### src/rtl/mcp_mem_arbiter_if.sv
// Signal bundle between the multicycle CPU, the external loader/debug port
// and the shared unified memory; the arbiter uses the slave view.
interface mcp_mem_arbiter_if #(
  parameter int unsigned ADDR_W = 8,
  parameter int unsigned DATA_W = 32
);
  // CPU requester
  logic              cpu_req;
  logic              cpu_we;
  logic              cpu_isel;
  logic [ADDR_W-1:0] cpu_addr;
  logic [DATA_W-1:0] cpu_wdata;
  logic [DATA_W-1:0] cpu_rdata;
  logic              cpu_ack;
  logic              cpu_stall;

  // External loader/debug requester
  logic              ext_req;
  logic              ext_we;
  logic [ADDR_W-1:0] ext_addr;
  logic [DATA_W-1:0] ext_wdata;
  logic [DATA_W-1:0] ext_rdata;
  logic              ext_ack;

  // Memory side and status
  logic              mem_en;
  logic              mem_we;
  logic [ADDR_W-1:0] mem_addr;
  logic [DATA_W-1:0] mem_wdata;
  logic [DATA_W-1:0] mem_rdata;
  logic              owner;
  logic              busy;

  modport slave (
    input  cpu_req, cpu_we, cpu_isel, cpu_addr, cpu_wdata,
    output cpu_rdata, cpu_ack, cpu_stall,
    input  ext_req, ext_we, ext_addr, ext_wdata,
    output ext_rdata, ext_ack,
    output mem_en, mem_we, mem_addr, mem_wdata,
    input  mem_rdata,
    output owner, busy
  );

  modport master (
    output cpu_req, cpu_we, cpu_isel, cpu_addr, cpu_wdata,
    input  cpu_rdata, cpu_ack, cpu_stall,
    output ext_req, ext_we, ext_addr, ext_wdata,
    input  ext_rdata, ext_ack,
    input  mem_en, mem_we, mem_addr, mem_wdata,
    output mem_rdata,
    input  owner, busy
  );
endinterface

### src/rtl/mcp_mem_arbiter.sv
// Round-robin sequencer sharing the single-port unified memory between the
// CPU control FSM and an external loader, with fixed multi-cycle latency.
module mcp_mem_arbiter #(
  parameter int unsigned ADDR_W    = 8,
  parameter int unsigned DATA_W    = 32,
  parameter int unsigned WAIT_CYC  = 2,
  parameter int unsigned DM_OFFSET = 50
) (
  input  logic                CLK,
  input  logic                RST,
  mcp_mem_arbiter_if.slave    bus
);

  if ((WAIT_CYC < 1) || (WAIT_CYC > 7)) begin : g_bad_wait_cyc
    $error("mcp_mem_arbiter: WAIT_CYC must be in 1..7");
  end

  typedef enum logic [1:0] {
    IDLE   = 2'd0,
    ACCESS = 2'd1,
    ACK    = 2'd2
  } state_t;

  localparam logic [2:0]        CNT_LOAD = 3'(WAIT_CYC - 1);
  localparam logic [ADDR_W-1:0] DM_OFF   = ADDR_W'(DM_OFFSET);

  state_t            state;
  state_t            state_nxt;
  logic [2:0]        cnt;
  logic              owner_q;
  logic              we_q;
  logic [ADDR_W-1:0] addr_q;
  logic [DATA_W-1:0] wdata_q;
  logic [DATA_W-1:0] cpu_rdata_q;
  logic [DATA_W-1:0] ext_rdata_q;

  logic              grant_vld;
  logic              grant_ext;
  logic [ADDR_W-1:0] cpu_addr_eff;

  // Arbitration: a lone request wins; a tie goes to whoever did not own last.
  always_comb begin
    // NOTE: every always_comb output gets a default first so no latch is inferred.
    grant_vld    = bus.cpu_req | bus.ext_req;
    grant_ext    = bus.ext_req;
    cpu_addr_eff = bus.cpu_isel ? (bus.cpu_addr + DM_OFF) : bus.cpu_addr;
    if (bus.cpu_req && bus.ext_req) begin
      grant_ext = ~owner_q;
    end
  end

  // State register.
  always_ff @(posedge CLK) begin
    // NOTE: sequential state uses non-blocking assignments only.
    if (RST) begin
      state <= IDLE;
    end else begin
      state <= state_nxt;
    end
  end

  // Next-state logic.
  always_comb begin
    state_nxt = state;
    unique case (state)
      IDLE:    if (grant_vld) state_nxt = ACCESS;
      ACCESS:  if (cnt == 3'd0) state_nxt = ACK;
      ACK:     state_nxt = IDLE;
      default: state_nxt = IDLE;
    endcase
  end

  // Grant latching, latency counter and read-data capture.
  always_ff @(posedge CLK) begin
    if (RST) begin
      cnt         <= '0;
      owner_q     <= 1'b1;
      we_q        <= 1'b0;
      addr_q      <= '0;
      wdata_q     <= '0;
      cpu_rdata_q <= '0;
      ext_rdata_q <= '0;
    end else begin
      unique case (state)
        IDLE: begin
          if (grant_vld) begin
            owner_q <= grant_ext;
            cnt     <= CNT_LOAD;
            if (grant_ext) begin
              we_q    <= bus.ext_we;
              addr_q  <= bus.ext_addr;
              wdata_q <= bus.ext_wdata;
            end else begin
              we_q    <= bus.cpu_we;
              addr_q  <= cpu_addr_eff;
              wdata_q <= bus.cpu_wdata;
            end
          end
        end
        ACCESS: begin
          if (cnt == 3'd0) begin
            if (!we_q) begin
              if (owner_q) ext_rdata_q <= bus.mem_rdata;
              else         cpu_rdata_q <= bus.mem_rdata;
            end
          end else begin
            cnt <= cnt - 3'd1;
          end
        end
        default: ;
      endcase
    end
  end

  // Outputs: decoded from state so an aborted access drops mem_en/mem_we at once.
  always_comb begin
    bus.mem_en    = (state == ACCESS);
    bus.mem_we    = (state == ACCESS) && we_q && (cnt == CNT_LOAD);
    bus.mem_addr  = addr_q;
    bus.mem_wdata = wdata_q;
    bus.cpu_ack   = (state == ACK) && !owner_q;
    bus.ext_ack   = (state == ACK) &&  owner_q;
    bus.cpu_rdata = cpu_rdata_q;
    bus.ext_rdata = ext_rdata_q;
    bus.owner     = owner_q;
    bus.busy      = (state != IDLE);
    bus.cpu_stall = bus.cpu_req & ~bus.cpu_ack;
  end

endmodule

### src/flat_wrapper.sv
// flat-port wrapper written by rule: the top's interface ports become plain ports
module mcp_mem_arbiter_flat 
#(
  parameter int unsigned ADDR_W    = 8,
  parameter int unsigned DATA_W    = 32,
  parameter int unsigned WAIT_CYC  = 2,
  parameter int unsigned DM_OFFSET = 50
)
  (CLK, RST, bus_cpu_req, bus_cpu_we, bus_cpu_isel, bus_cpu_addr, bus_cpu_wdata, bus_cpu_rdata, bus_cpu_ack, bus_cpu_stall, bus_ext_req, bus_ext_we, bus_ext_addr, bus_ext_wdata, bus_ext_rdata, bus_ext_ack, bus_mem_en, bus_mem_we, bus_mem_addr, bus_mem_wdata, bus_mem_rdata, bus_owner, bus_busy);
  mcp_mem_arbiter_if #(.ADDR_W(ADDR_W), .DATA_W(DATA_W)) bus_i ();
  input  logic CLK;
  input  logic RST;
  input wire logic [$bits(bus_i.cpu_req)-1:0] bus_cpu_req;
  input wire logic [$bits(bus_i.cpu_we)-1:0] bus_cpu_we;
  input wire logic [$bits(bus_i.cpu_isel)-1:0] bus_cpu_isel;
  input wire logic [$bits(bus_i.cpu_addr)-1:0] bus_cpu_addr;
  input wire logic [$bits(bus_i.cpu_wdata)-1:0] bus_cpu_wdata;
  output wire logic [$bits(bus_i.cpu_rdata)-1:0] bus_cpu_rdata;
  output wire logic [$bits(bus_i.cpu_ack)-1:0] bus_cpu_ack;
  output wire logic [$bits(bus_i.cpu_stall)-1:0] bus_cpu_stall;
  input wire logic [$bits(bus_i.ext_req)-1:0] bus_ext_req;
  input wire logic [$bits(bus_i.ext_we)-1:0] bus_ext_we;
  input wire logic [$bits(bus_i.ext_addr)-1:0] bus_ext_addr;
  input wire logic [$bits(bus_i.ext_wdata)-1:0] bus_ext_wdata;
  output wire logic [$bits(bus_i.ext_rdata)-1:0] bus_ext_rdata;
  output wire logic [$bits(bus_i.ext_ack)-1:0] bus_ext_ack;
  output wire logic [$bits(bus_i.mem_en)-1:0] bus_mem_en;
  output wire logic [$bits(bus_i.mem_we)-1:0] bus_mem_we;
  output wire logic [$bits(bus_i.mem_addr)-1:0] bus_mem_addr;
  output wire logic [$bits(bus_i.mem_wdata)-1:0] bus_mem_wdata;
  input wire logic [$bits(bus_i.mem_rdata)-1:0] bus_mem_rdata;
  output wire logic [$bits(bus_i.owner)-1:0] bus_owner;
  output wire logic [$bits(bus_i.busy)-1:0] bus_busy;
  assign bus_i.cpu_req = bus_cpu_req;
  assign bus_i.cpu_we = bus_cpu_we;
  assign bus_i.cpu_isel = bus_cpu_isel;
  assign bus_i.cpu_addr = bus_cpu_addr;
  assign bus_i.cpu_wdata = bus_cpu_wdata;
  assign bus_cpu_rdata = bus_i.cpu_rdata;
  assign bus_cpu_ack = bus_i.cpu_ack;
  assign bus_cpu_stall = bus_i.cpu_stall;
  assign bus_i.ext_req = bus_ext_req;
  assign bus_i.ext_we = bus_ext_we;
  assign bus_i.ext_addr = bus_ext_addr;
  assign bus_i.ext_wdata = bus_ext_wdata;
  assign bus_ext_rdata = bus_i.ext_rdata;
  assign bus_ext_ack = bus_i.ext_ack;
  assign bus_mem_en = bus_i.mem_en;
  assign bus_mem_we = bus_i.mem_we;
  assign bus_mem_addr = bus_i.mem_addr;
  assign bus_mem_wdata = bus_i.mem_wdata;
  assign bus_i.mem_rdata = bus_mem_rdata;
  assign bus_owner = bus_i.owner;
  assign bus_busy = bus_i.busy;
  mcp_mem_arbiter #(.ADDR_W(ADDR_W), .DATA_W(DATA_W), .WAIT_CYC(WAIT_CYC), .DM_OFFSET(DM_OFFSET)) u_core (.CLK(CLK), .RST(RST), .bus(bus_i));
endmodule
### config.mk
export PLATFORM = sky130hd
export DESIGN_NAME = mcp_mem_arbiter_flat
export DESIGN_NICKNAME = d
export VERILOG_FILES = /design/src/rtl/mcp_mem_arbiter_if.sv /design/src/rtl/mcp_mem_arbiter.sv /design/src/flat_wrapper.sv
export SDC_FILE = /design/constraint.sdc
export NUM_CORES = 1
export LEC_CHECK = 0
export ABC_AREA = 1
export BUFFER_PORTS_ARGS = -buffer_cell sky130_fd_sc_hd__buf_2
export CORE_MARGIN = 3
export CORE_UTILIZATION = 41
export DETAILED_ROUTE_END_ITERATION = 6
export MAX_ROUTING_LAYER = met4
export PLACE_DENSITY_LB_ADDON = 0.1
export SLEW_MARGIN = 30
export SYNTH_ARGS = -nofsm -noshare
export SYNTH_HDL_FRONTEND = slang
export SYNTH_SLANG_ARGS = --single-unit
### constraint.sdc
create_clock -name CLK -period 1.19 [get_ports CLK]
set_input_delay 0.238 -clock CLK [delete_from_list [all_inputs] [get_ports CLK]]
set_output_delay 0.238 -clock CLK [all_outputs]
set_load 0.02 [all_outputs]
==> flow_summary.yaml <==
yosys:
  synth.distinct_cells: 24
  syn_nets: 719
  synth_seq_cells: 111
  synth_area_sq_um: 4540
  yosysSeqAreaShare_pct: 48.9
  yosys.area.top_type: "dfxtp_1"
  yosys_warnings: 0
  syn_inst: 596
  synthTopCellsByArea: "dfxtp_1 49%, nand2_1 12%, nor2_1 7.1%"
  avgSynthCellArea_sq_um: 7.62
  netlist.area_leader.share_pct: 48.9
clock_network:
  clk_latency_ns: 0.39
  htree_levels: 3
  cts_buffers: 9
  cts_tree: "yes"
  path_clk_slew_ns: 0.11
  clockBufferDepth: 2
  postCtsHoldBufs: 0
  cts_root_buf: "clkbuf_8"
  cts.sinks: 111
timing:
  period_needed_ns: 1.64
  worstMarginPinSlew_ns: 0.536
  rsz0062_at_grt: "yes"
  drv_slew: 0
  fin_setup_tns_ns: -36.19
  fin_crit_sh_pct: 138
  finalHoldViolations: 0
  setup_slack_ns: -0.447
  setup-violations-final: 116
  fin_skew_ns: 0.00950
  relSlewSlack_pct: 64.2
  fmax_mhz: 611
die:
  start_util_pct: 43.1
  fp.dieW_um: 111
  core_sq_um: 10600
  io_pins: 230
  placementRows: 37
  die_h_um: 111
  dieArea_sq_um: 12400
detailed_routing:
  wl_per_cell_um: 17.4
  viasPerCell: 5.19
  wirelength_mm: 17.7
  vias: 5288
  drtPass1Iterations: 5
  drt_iter0_drc: 289
  drc: 0
  ant_nets: 0
placement:
  io_buffers: 229
  routabilityCongestion: 0.864
  dp.cells: 954
  dpl.hpwl_mm: 10.0
global_routing:
  antenna_found_initial: 1
  gr-total-overflow: 0
  grt_pass1_wl_mm: 26.7
  grt_max_degree: 37
  gr-usage-all-layers_pct: 27.6
  grt_pass1_vias: 5273
run_status:
  status: "finished with violations"
  violations: "negative setup slack"
worst_setup_path:
  cp.depth: 10
  worstSetupStartpointType: "register"
  cp-endpoint: "u_core.bus.ext_rdata[6]"
  cpPeakStageDelay_ns: 0.35
  critPathCaptureType: "register"
  r2r_end: "u_core.bus.ext_rdata[6]"
  startpoint: "u_core.cnt[0]"
  ff2ff_setup_slack_ns: -0.45
  r2r-start: "u_core.cnt[0]"
  cp_slowest_cell: "dfxtp_2"
  arrival_ns: 1.93
  rr_worst_depth: 10
  critical_path_class: "reg -> reg"
  cp_cell_sequence: "buf_6 > inv_4 > ha_4 > nand2_4 > nor2_4 > nand3_4 > buf_12 > buf_16 > o21ai_2 > nor2_1"
  path_delay_family: "buffers and inverters"
  critPathMaxFanout: 6
  required_ns: 1.49
  cp_num_buf_inv: 4
power:
  p_per_area_nw_per_um2: 1390
  share_comb_of_total_power_pct: 35.9
  p_int_mw: 7.26
  ir_worst_vdd_mv: 0.898
  p_seq_share_pct: 40.0
  clkPwrFrac_pct: 24.2
  p_leak_nw: 3.79
  switching_share_pct: 34.5
  p_switching_mw: 3.82
cells_and_area:
  fin_util_pct: 75.3
  nNetsFinal: 999
  final_common_cell: "buf_2"
  drive_gt1_share_pct: 61.2
  finalNonFillerCells: 1018
  synthToLayoutAreaGrowth_pct: 74.9
  mostFrequentLayoutCells: "145 x buf_2, 98 x buf_4, 80 x nor2_1, 68 x dfxtp_1"
worst_hold_path:
  hp-class: "in -> reg"
run:
  drv_cap: 0
[how the worst min path moves through the flow]
stage / from / to / slack (ns) / depth (start not counted)
after floorplan: bus_mem_rdata[10] / u_core.bus.ext_rdata[10] / 0.37 / 2
after global placement: u_core.bus.mem_addr[6] / u_core.bus.mem_addr[6] / 0.43 / 2
after detailed placement: u_core.bus.mem_wdata[8] / u_core.bus.mem_wdata[8] / 0.43 / 2
after CTS: bus_mem_rdata[11] / u_core.bus.ext_rdata[11] / 0.07 / 3
after global routing: bus_cpu_wdata[23] / u_core.bus.mem_wdata[23] / 0.08 / 3
final: bus_cpu_wdata[18] / u_core.bus.mem_wdata[18] / 0.08 / 3
[area by class of cell]
| type | instances | area [sq um] |
|---|---|---|
| antenna | 1 | 2.50 |
| clock buffer | 10 | 138 |
| clock inverter | 6 | 97.6 |
| fill | 786 | 2610 |
| inverter | 17 | 96.3 |
| multi-input combinational | 430 | 2670 |
| sequential | 111 | 2280 |
| tap | 136 | 170 |
| timing repair buffer | 307 | 2490 |
[logic make-up after synthesis]
logic type / Yosys count / share of synthesized area (%)
AO/OA/AOI/OAI: 110 / 14.1
XOR/XNOR: 2 / 0.386
adder cells (fa/ha/maj): 4 / 1.10
buffers and inverters: 55 / 5.86
flip-flops: 111 / 48.9
AND/OR/NAND/NOR: 314 / 29.7
[metrics by stage]
stage	instance area [sq um]	total power [mW]	setup slack, ns	hold slack [ns]
2_1_floorplan	4630	5.96	-0.0948	0.373
3_3_place_gp	6030	6.94	-0.112	0.431
3_5_place_dp	6030	6.98	-0.168	0.435
4_1_cts	7490	10.7	-0.391	0.0694
5_1_grt	7950	11.6	-0.504	0.0842
6_report	7950	11.1	-0.447	0.0835
[layer usage]
layer	share of wire, %	up-vias	global-route usage [%]
met3	6.0	31	4.91
met2	51	206	47.2
met5	0	-	-
li1	-	2521	-
met4	2.4	0	10.4
met1	40	2530	32.4
[synthesized netlist by cell type, drive strengths merged]
library cell and n:
clkbuf 15, nand3b 1, o211ai 36, a21oi 34, dfxtp 111, xor2 2
ha 4, inv 17, nand3 43, buf 23, o21ai 40, nor2 90
or2 34, nand2 145, nor3 1
[power by group through the flow]
stage	combinational, mW	clock [mW]	sequential (mW)
2_1_floorplan	1.13	0	4.84
3_3_place_gp	2.56	0	4.37
3_5_place_dp	2.60	0	4.38
4_1_cts	3.66	2.73	4.34
5_1_grt	4.23	2.88	4.48
6_report	3.98	2.68	4.43
[worst min-delay path: cells and delay by family]
kind,cells,cell delay (ns)
AOI/OAI and AO/OA,1,0.08
and+or+nand+nor,1,0.06
buffers and inverters,1,0.08
[state kept, by name (all words and copies together) (netlist names)]
name,count
u_core.bus.cpu_rdata,32
u_core.bus.ext_rdata,32
u_core.bus.mem_addr,8
u_core.bus.mem_wdata,32
u_core.bus.owner,1
u_core.cnt,3
u_core.state,2
u_core.we_q,1
[what timing repair did]
action                     CTS  global route
setup buffers               28            17
pin swaps                   22            38
setup endpoints to repair  120           189
gates cloned                17             1
resized for setup          171           210
Power figures use the tool's default switching activity.
